$ cat src/rtl/simd_fetch_unit.sv
// Instruction fetch stage: streams words from a synchronous instruction memory into a
// 2-entry FIFO and presents them to the SIMD decoder until the RET word is consumed.
module simd_fetch_unit #(
    parameter int unsigned PC_WIDTH = 9,
    parameter logic [31:0] RET_WORD = 32'hD65F03C0
) (
    input  logic                clk,
    input  logic                rst,
    input  logic                start,
    input  logic [PC_WIDTH-1:0] start_pc,
    input  logic                flush,
    output logic                imem_rd_en,
    output logic [PC_WIDTH-1:0] imem_addr,
    input  logic [31:0]         imem_rdata,
    output logic [31:0]         instr_out,
    output logic [PC_WIDTH-1:0] pc_out,
    output logic                instr_valid,
    input  logic                instr_ready,
    output logic                busy,
    output logic                done
);
    localparam int unsigned DEPTH = 2;
    localparam int unsigned CNT_W = 2;
    localparam int unsigned OCC_W = CNT_W + 1;

    typedef enum logic [1:0] {IDLE, RUN, DRAIN} state_t;

    state_t              state, state_nxt;
    logic [31:0]         fifo_word [DEPTH];
    logic [PC_WIDTH-1:0] fifo_pc   [DEPTH];
    logic                wr_ptr, rd_ptr;
    logic [CNT_W-1:0]    count;
    logic                inflight;
    logic [PC_WIDTH-1:0] pc, inflight_pc;
    logic                pop, push, done_nxt;
    logic [OCC_W-1:0]    occupancy;

    assign instr_valid = (count != '0);
    assign instr_out   = fifo_word[rd_ptr];
    assign pc_out      = fifo_pc[rd_ptr];
    assign imem_addr   = pc;
    assign busy        = (state != IDLE);

    // Next state, read issue and FIFO push/pop decisions; flush overrides everything.
    always_comb begin
        state_nxt  = state;
        push       = 1'b0;
        done_nxt   = 1'b0;
        imem_rd_en = 1'b0;
        pop        = instr_valid & instr_ready;
        occupancy  = OCC_W'(count) + OCC_W'(inflight) - OCC_W'(pop);
        case (state)
            IDLE: begin
                if (start) state_nxt = RUN;
            end
            RUN: begin
                imem_rd_en = (occupancy < OCC_W'(DEPTH));
                push       = inflight;
                if (inflight && imem_rdata == RET_WORD) state_nxt = DRAIN;
            end
            DRAIN: begin
                // Nothing is pushed in DRAIN, so the last remaining entry is the RET word.
                if (pop && count == CNT_W'(1)) begin
                    state_nxt = IDLE;
                    done_nxt  = 1'b1;
                end
            end
            default: state_nxt = IDLE;
        endcase
        if (flush) begin
            state_nxt  = IDLE;
            push       = 1'b0;
            done_nxt   = 1'b0;
            imem_rd_en = 1'b0;
        end
    end

    // State, FIFO storage, PC and in-flight tracking.
    always_ff @(posedge clk or posedge rst) begin
        if (rst) begin
            state       <= IDLE;
            done        <= 1'b0;
            count       <= '0;
            wr_ptr      <= 1'b0;
            rd_ptr      <= 1'b0;
            inflight    <= 1'b0;
            pc          <= '0;
            inflight_pc <= '0;
            for (int i = 0; i < DEPTH; i++) begin
                fifo_word[i] <= '0;
                fifo_pc[i]   <= '0;
            end
        end else begin
            state <= state_nxt;
            done  <= done_nxt;
            if (flush) begin
                count    <= '0;
                wr_ptr   <= 1'b0;
                rd_ptr   <= 1'b0;
                inflight <= 1'b0;
            end else begin
                if (push) begin
                    fifo_word[wr_ptr] <= imem_rdata;
                    fifo_pc[wr_ptr]   <= inflight_pc;
                    wr_ptr            <= ~wr_ptr;
                end
                if (pop) rd_ptr <= ~rd_ptr;
                count    <= count + CNT_W'(push) - CNT_W'(pop);
                inflight <= imem_rd_en;
                if (imem_rd_en) begin
                    inflight_pc <= pc;
                    pc          <= pc + PC_WIDTH'(1);
                end
                if (state == IDLE && start) pc <= start_pc;
            end
        end
    end
endmodule
$ cat config.mk
export PLATFORM = sky130hd
export DESIGN_NAME = simd_fetch_unit
export DESIGN_NICKNAME = d
export VERILOG_FILES = /design/src/rtl/simd_fetch_unit.sv
export SDC_FILE = /design/constraint.sdc
export NUM_CORES = 1
export LEC_CHECK = 0
export CORE_ASPECT_RATIO = 0.7
export CORE_UTILIZATION = 45
export DETAILED_ROUTE_END_ITERATION = 8
export PLACE_DENSITY = 0.71
export SLEW_MARGIN = 40
export SYNTH_ARGS = -nofsm -noshare
export SYNTH_HDL_FRONTEND = slang
export SYNTH_SLANG_ARGS = --single-unit
$ cat constraint.sdc
create_clock -name clk -period 7 [get_ports clk]
set_input_delay 1.4 -clock clk [delete_from_list [all_inputs] [get_ports clk]]
set_output_delay 1.4 -clock clk [all_outputs]
set_load 0.05 [all_outputs]
==> flow_metrics.py, run 1 <==
metrics = {
    "global_route": {
        "grt_max_degree": 59,
        "overflow": 0,
        "antenna_found_initial": 0,
        "first_global_vias": 3425,
        "track_usage_pct": 20.3,
        "grt_pass1_wl_um": 18000,
    },
    "worst_setup_path": {
        "worstSetupEndpointType": "output port",
        "r2r_start": "count[1]",
        "ff2ff_path_depth": 10,
        "path_max_fanout": 16,
        "cp.required_ns": 5.60,
        "cp_data_arrival_time_ns": 4.69,
        "worstSetupPathType": "in -> out",
        "critPathLaunch": "instr_ready",
        "critical_path.startpoint_type": "input pin",
    },
    "drt": {
        "route.antenna.remaining_nets": 0,
        "drc_errors": 0,
        "firstDrtPassIters": 4,
        "wire_per_inst_um": 17.3,
        "wirelength_um": 11000,
        "viasPerCell": 5.30,
        "vias": 3366,
        "drtIter0Drc": 118,
    },
    "clock_tree": {
        "clk_pin_slew_worst_paths_ns": 0.07,
        "cts_tree": "built",
        "hold_buffers": 0,
        "cts_buffers": 9,
        "insertion_delay_ns": 0.34,
        "cts_post_setup_buffers_inserted": 0,
        "h-tree-depth": 3,
        "clock-sinks": 108,
        "cts_root_buffer": "clkbuf_16",
        "cts_resized": 0,
        "cts.path.max_buffers": 2,
    },
    "sta": {
        "max_freq_mhz": 164,
        "worst_slack_ns": 0.909,
        "relSlewSlack_pct": 50.1,
        "fin_crit_sh_pct": 87.0,
        "finalSetupTns_ns": 0,
        "setup_viol": 0,
        "worst_pin_slew_ns": 0.749,
        "skew_ns": 0.00381,
        "hold_viol": 0,
        "rsz0062_at_grt": "no",
        "drv_slew": 0,
        "fin_crit_ns": 6.09,
    },
    "synthesis": {
        "ys_warn_count": 0,
        "yosysSeqAreaShare_pct": 54.4,
        "synth.avg_cell_area_um2": 12.9,
        "synth.distinct_cells": 40,
        "ys_seq_elements": 108,
        "syn_inst": 384,
        "syn_area_mm2": 0.00497,
        "syn_nets": 435,
    },
    "placed_design": {
        "globalplace.congestion": 0.801,
        "dp_slack_ns": 0.896,
        "place.detailed.hpwl_um": 7620,
        "port_buffers": 99,
    },
    "floorplan": {
        "ios": 100,
        "dieArea_mm2": 0.0115,
        "die_w_um": 128,
        "coreArea_mm2": 0.0106,
        "die_h_um": 89.9,
        "rows": 31,
        "initial_core_util_pct": 47.1,
    },
    "layout": {
        "antenna-diode-count": 0,
        "drive_gt1_share_pct": 31.2,
        "area_growth_pct": 29.6,
        "final_common_cell": "mux2_2",
        "fin_nets": 533,
        "fillerInstances": 848,
        "final_cell_mix": "125 x mux2_2, 107 x dfrtp_1, 99 x clkdlybuf4s50_1, 25 x nand2_1, 15 x nor2_1",
    },
    "power_and_ir_drop": {
        "power.density_mw_per_mm2": 404,
        "power_mw": 2.60,
        "p_leak_nw": 2.93,
        "ir_drop_uv": 206,
    },
    "flow_run": {
        "max_cap_viol_count": 0,
    },
    "worst_hold_path": {
        "min_from": "fifo_word[23]",
        "hp-class": "reg -> reg",
        "holdPathStages": 1,
    },
    "run_status": {
        "status": "finished clean",
    },
}
cells in the mapped netlist:
cell	instances	area share [%]
mux2_2	125	28
dfrtp_1	108	54
nand2_1	25	1.9
nor2_1	16	1.2
o21ai_0	11	1.1
inv_1	10	0.76
clkbuf_1	9	0.68
a21oi_1	8	0.81
buf_2	7	0.71
nand4_1	5	0.63
o221ai_1	5	0.88
a31oi_1	4	0.50
ha_1	4	1.0
nand3_1	4	0.40
nor4_1	4	0.50
nor4b_1	3	0.53
or3_1	3	0.38
xnor2_1	3	0.53
nand3b_1	2	0.30
nor2b_1	2	0.25
nor3_1	2	0.20
nor4bb_1	2	0.40
o21bai_1	2	0.30
o221a_1	2	0.45
or2_2	2	0.25
xor2_1	2	0.35
and2_1	1	0.13
and3_1	1	0.13
and4_1	1	0.18
and4b_1	1	0.20
buf_1	1	0.075
clkbuf_2	1	0.10
clkinv_1	1	0.075
fa_1	1	0.40
mux2i_1	1	0.20
nand2b_1	1	0.13
nor3b_1	1	0.15
o31a_1	1	0.18
o31ai_1	1	0.15
or4_1	1	0.15
layout make-up:
class | instances | area [um2] | area share, %
Sequential cell | 108 | 2710 | 42.0
Timing Repair Buffer | 105 | 1040 | 16.1
Clock buffer | 11 | 253 | 3.93
Clock inverter | 5 | 58.8 | 0.914
Tap cell | 148 | 185 | 2.88
Multi-Input combinational cell | 247 | 2150 | 33.5
Inverter | 11 | 43.8 | 0.680
critical path, stage by stage:
cell	delay [ns]
clkdlybuf4s50_1	0.49
and2_1	0.19
ha_1	0.24
nand2b_1	0.15
fa_1	0.37
xnor2_1	0.15
nand4_1	0.48
clkinv_1	0.36
clkdlybuf4s50_1	0.85
per-stage QoR:
stage,hold WS [ns],area [um2],util [%],instances
6_report,0.503,6440,61.0,635
5_1_grt,0.519,6440,61.0,635
3_5_place_dp,0.487,6130,58.1,619
4_1_cts,0.504,6440,61.0,635
2_1_floorplan,0.459,4970,-,384
3_3_place_gp,0.481,6110,57.9,617
worst paths after layout:
path / endpoint / slack, ns
setup / recovery: imem_rd_en / 0.91
hold / removal: fifo_word[23] / 0.50
setup reg to reg: imem_addr[8] / 3.27
hold reg to reg: fifo_word[23] / 0.50
max in group asynchronous: rd_ptr / 4.25
min in group asynchronous: fifo_word[56] / 1.48
metal layers:
metal  vias up  GRT usage (%)  wire [um]
met4         0           4.22         76
met1      1684           29.8       5480
met2        90           29.7       4910
li1       1580              -          -
met3        12           6.07        516
met5         -              0          0
flip-flops by register name, summed over array words and instances, names as in the netlist:
signal and cells:
imem_addr 9, wr_ptr 1, count 2, fifo_word 64, state 2, inflight_pc 9, done 1, inflight 1
fifo_pc 18, rd_ptr 1
cells by family after synthesis:
| family | Yosys count | share of synthesized area (%) |
|---|---|---|
| multiplexers | 126 | 28.5 |
| flip-flops | 108 | 54.4 |
| AND/OR/NAND/NOR | 77 | 8.01 |
| AO/OA/AOI/OAI | 34 | 4.38 |
| buffers and inverters | 29 | 2.39 |
| XOR/XNOR | 5 | 0.882 |
| adder cells (fa/ha/maj) | 5 | 1.41 |
power by group:
group	total (mW)	switching [mW]	internal, mW	leakage (nW)
registers	0.927	0.146	0.781	1.43
logic	1.15	0.686	0.462	1.35
clock network	0.524	0.226	0.298	0.148
total	2.60	1.06	1.54	2.93
Note: power is estimated with default switching activity, not from simulation.
==> inputs of run 2 (changes only) <==
--- a/config.mk
+++ b/config.mk
@@ -8,8 +8,8 @@
 export CORE_ASPECT_RATIO = 0.7
 export CORE_UTILIZATION = 45
 export DETAILED_ROUTE_END_ITERATION = 8
-export PLACE_DENSITY = 0.71
-export SLEW_MARGIN = 40
+export PLACE_DENSITY = 0.77
+export SLEW_MARGIN = 20
 export SYNTH_ARGS = -nofsm -noshare
 export SYNTH_HDL_FRONTEND = slang
 export SYNTH_SLANG_ARGS = --single-unit
==> run 2 against run 1 <==
First-iteration DRC count rose by 86%. Largest cell class unchanged. Combinational power hardly changed. Cell count down 0.47%.
==> flow_metrics.py, run 2 (synthesis gave the netlist of run 1 again) <==
metrics = {
    "floorplan": {
        "initial_core_util_pct": 47.1,
        "die_w_um": 128,
        "ios": 100,
        "rows": 31,
        "dieArea_mm2": 0.0115,
        "die_h_um": 89.9,
        "coreArea_mm2": 0.0106,
    },
    "drt": {
        "drtIter0Drc": 220,
        "firstDrtPassIters": 4,
        "wire_per_inst_um": 17.5,
        "viasPerCell": 5.36,
        "wirelength_um": 11100,
        "vias": 3385,
        "drc_errors": 0,
        "route.antenna.remaining_nets": 0,
    },
    "layout": {
        "final_common_cell": "mux2_2",
        "antenna-diode-count": 0,
        "regMostFlops": "fifo_word",
        "area_growth_pct": 28.8,
        "final_cell_mix": "125 x mux2_2, 107 x dfrtp_1, 99 x clkdlybuf4s50_1, 25 x nand2_1, 15 x nor2_1",
        "largest_reg_flops": 64,
        "drive_gt1_share_pct": 30.6,
        "top_regs": "fifo_word (64), fifo_pc (18)",
        "fin_nets": 531,
    },
    "global_route": {
        "grt_max_degree": 76,
        "met3_usage_pct": 6.61,
        "track_usage_pct": 20.9,
        "antenna_found_initial": 0,
        "grt_pass1_wl_um": 18600,
        "first_global_vias": 3579,
        "grtUsageMet1_pct": 29.7,
        "gr-max-usage-layer": "met2",
        "overflow": 0,
        "met2_usage_pct": 31.9,
    },
    "power_and_ir_drop": {
        "power_mw": 2.59,
        "ir_drop_uv": 180,
        "power.density_mw_per_mm2": 404,
        "p_leak_nw": 2.91,
    },
    "worst_setup_path": {
        "cp_data_arrival_time_ns": 4.68,
        "path_max_fanout": 16,
        "worstSetupEndpointType": "output port",
        "cpMaxStageDelayCell": "clkdlybuf4s50_1",
        "worstSetupPathType": "in -> out",
        "crit_top_cell": "clkdlybuf4s50_1",
        "cp.required_ns": 5.60,
        "rrSetupSlack_ns": 3.30,
        "critical_path.startpoint_type": "input pin",
        "slowest_delay_ns": 0.85,
        "path_cells": "clkdlybuf4s50_1, and2_1, ha_1, nand2b_1, fa_1, xnor2_1, nand4_1, clkinv_1, clkdlybuf4s50_1",
    },
    "clock_tree": {
        "clk_pin_slew_worst_paths_ns": 0.06,
        "cts_resized": 0,
        "insertion_delay_ns": 0.34,
        "hold_buffers": 0,
        "h-tree-depth": 3,
        "clock-sinks": 108,
        "cts_root_buffer": "clkbuf_16",
        "cts.path.max_buffers": 2,
        "cts_post_setup_buffers_inserted": 0,
        "cts_tree": "built",
        "cts_buffers": 9,
    },
    "run_status": {
        "status": "finished clean",
    },
    "placed_design": {
        "port_buffers": 99,
        "globalplace.congestion": 0.848,
        "dp_slack_ns": 0.922,
        "place.detailed.hpwl_um": 7570,
    },
    "flow_run": {
        "max_cap_viol_count": 0,
    },
    "sta": {
        "drv_slew": 0,
        "worst_slack_ns": 0.918,
        "setup_viol": 0,
        "skew_ns": 0.00619,
        "fin_crit_sh_pct": 86.9,
        "relSlewSlack_pct": 30.0,
        "finalSetupTns_ns": 0,
        "rsz0062_at_grt": "no",
        "worst_pin_slew_ns": 1.05,
        "hold_viol": 0,
        "max_freq_mhz": 164,
        "fin_crit_ns": 6.08,
        "whs_ns": 0.502,
    },
    "worst_hold_path": {
        "hp-class": "reg -> reg",
    },
}
## run 2: cell types whose count changed in the layout (fill, tap and decap cells not counted)
| cell | change |
|---|---|
| buf_4 | -2 |
| clkbuf_1 | +1 |
| clkbuf_8 | -1 |
| dfrtp_2 | +1 |
| dfrtp_4 | -1 |
| inv_6 | -1 |
## run 2: layout make-up
| type | count | area (um2) |
|---|---|---|
| clock buffers | 11 | 243 |
| multi-input cells | 247 | 2150 |
| clock inverters | 4 | 50.0 |
| repair buffers | 103 | 1020 |
| fillers | 849 | 4150 |
| well taps | 148 | 185 |
| inverters | 11 | 43.8 |
| flip-flops and latches | 108 | 2700 |
## run 2: per-layer routing
metal | routed length, um | vias up
met1 | 5280 | 1722
met2 | 5150 | 83
li1 | - | 1573
met4 | 68 | 0
met3 | 588 | 7
met5 | 0 | -
## run 2: stage by stage
stage / utilization [%] / cells / instance area (um2)
finish: 60.7 / 632 / 6400
global route: 60.7 / 632 / 6400
CTS: 60.7 / 632 / 6400
detailed placement: 57.9 / 617 / 6110
global placement: 57.9 / 617 / 6110
floorplan: - / 384 / 4970
## run 2: final timing paths
| kind | from | to | depth (start not counted) |
|---|---|---|---|
| setup / recovery | instr_ready | imem_rd_en | 9 |
| hold / removal | fifo_pc[5] | fifo_pc[5] | 1 |
| setup reg to reg | count[1] | imem_addr[8] | 10 |
| hold reg to reg | fifo_pc[5] | fifo_pc[5] | 1 |
| max in group asynchronous | rst | fifo_word[40] | 3 |
| min in group asynchronous | rst | fifo_word[51] | 2 |
## run 2: worst max-delay path, delay by kind of cell
kind | cells | cell delay, ns
buf+inv | 3 | 1.69
simple gates | 3 | 0.81
fa+ha+maj | 2 | 0.62
xor+xnor | 1 | 0.15
## run 2: where the power goes
group	switching (mW)	total, mW	internal, mW
registers	0.148	0.928	0.780
clock network	0.219	0.504	0.285
logic	0.691	1.15	0.464
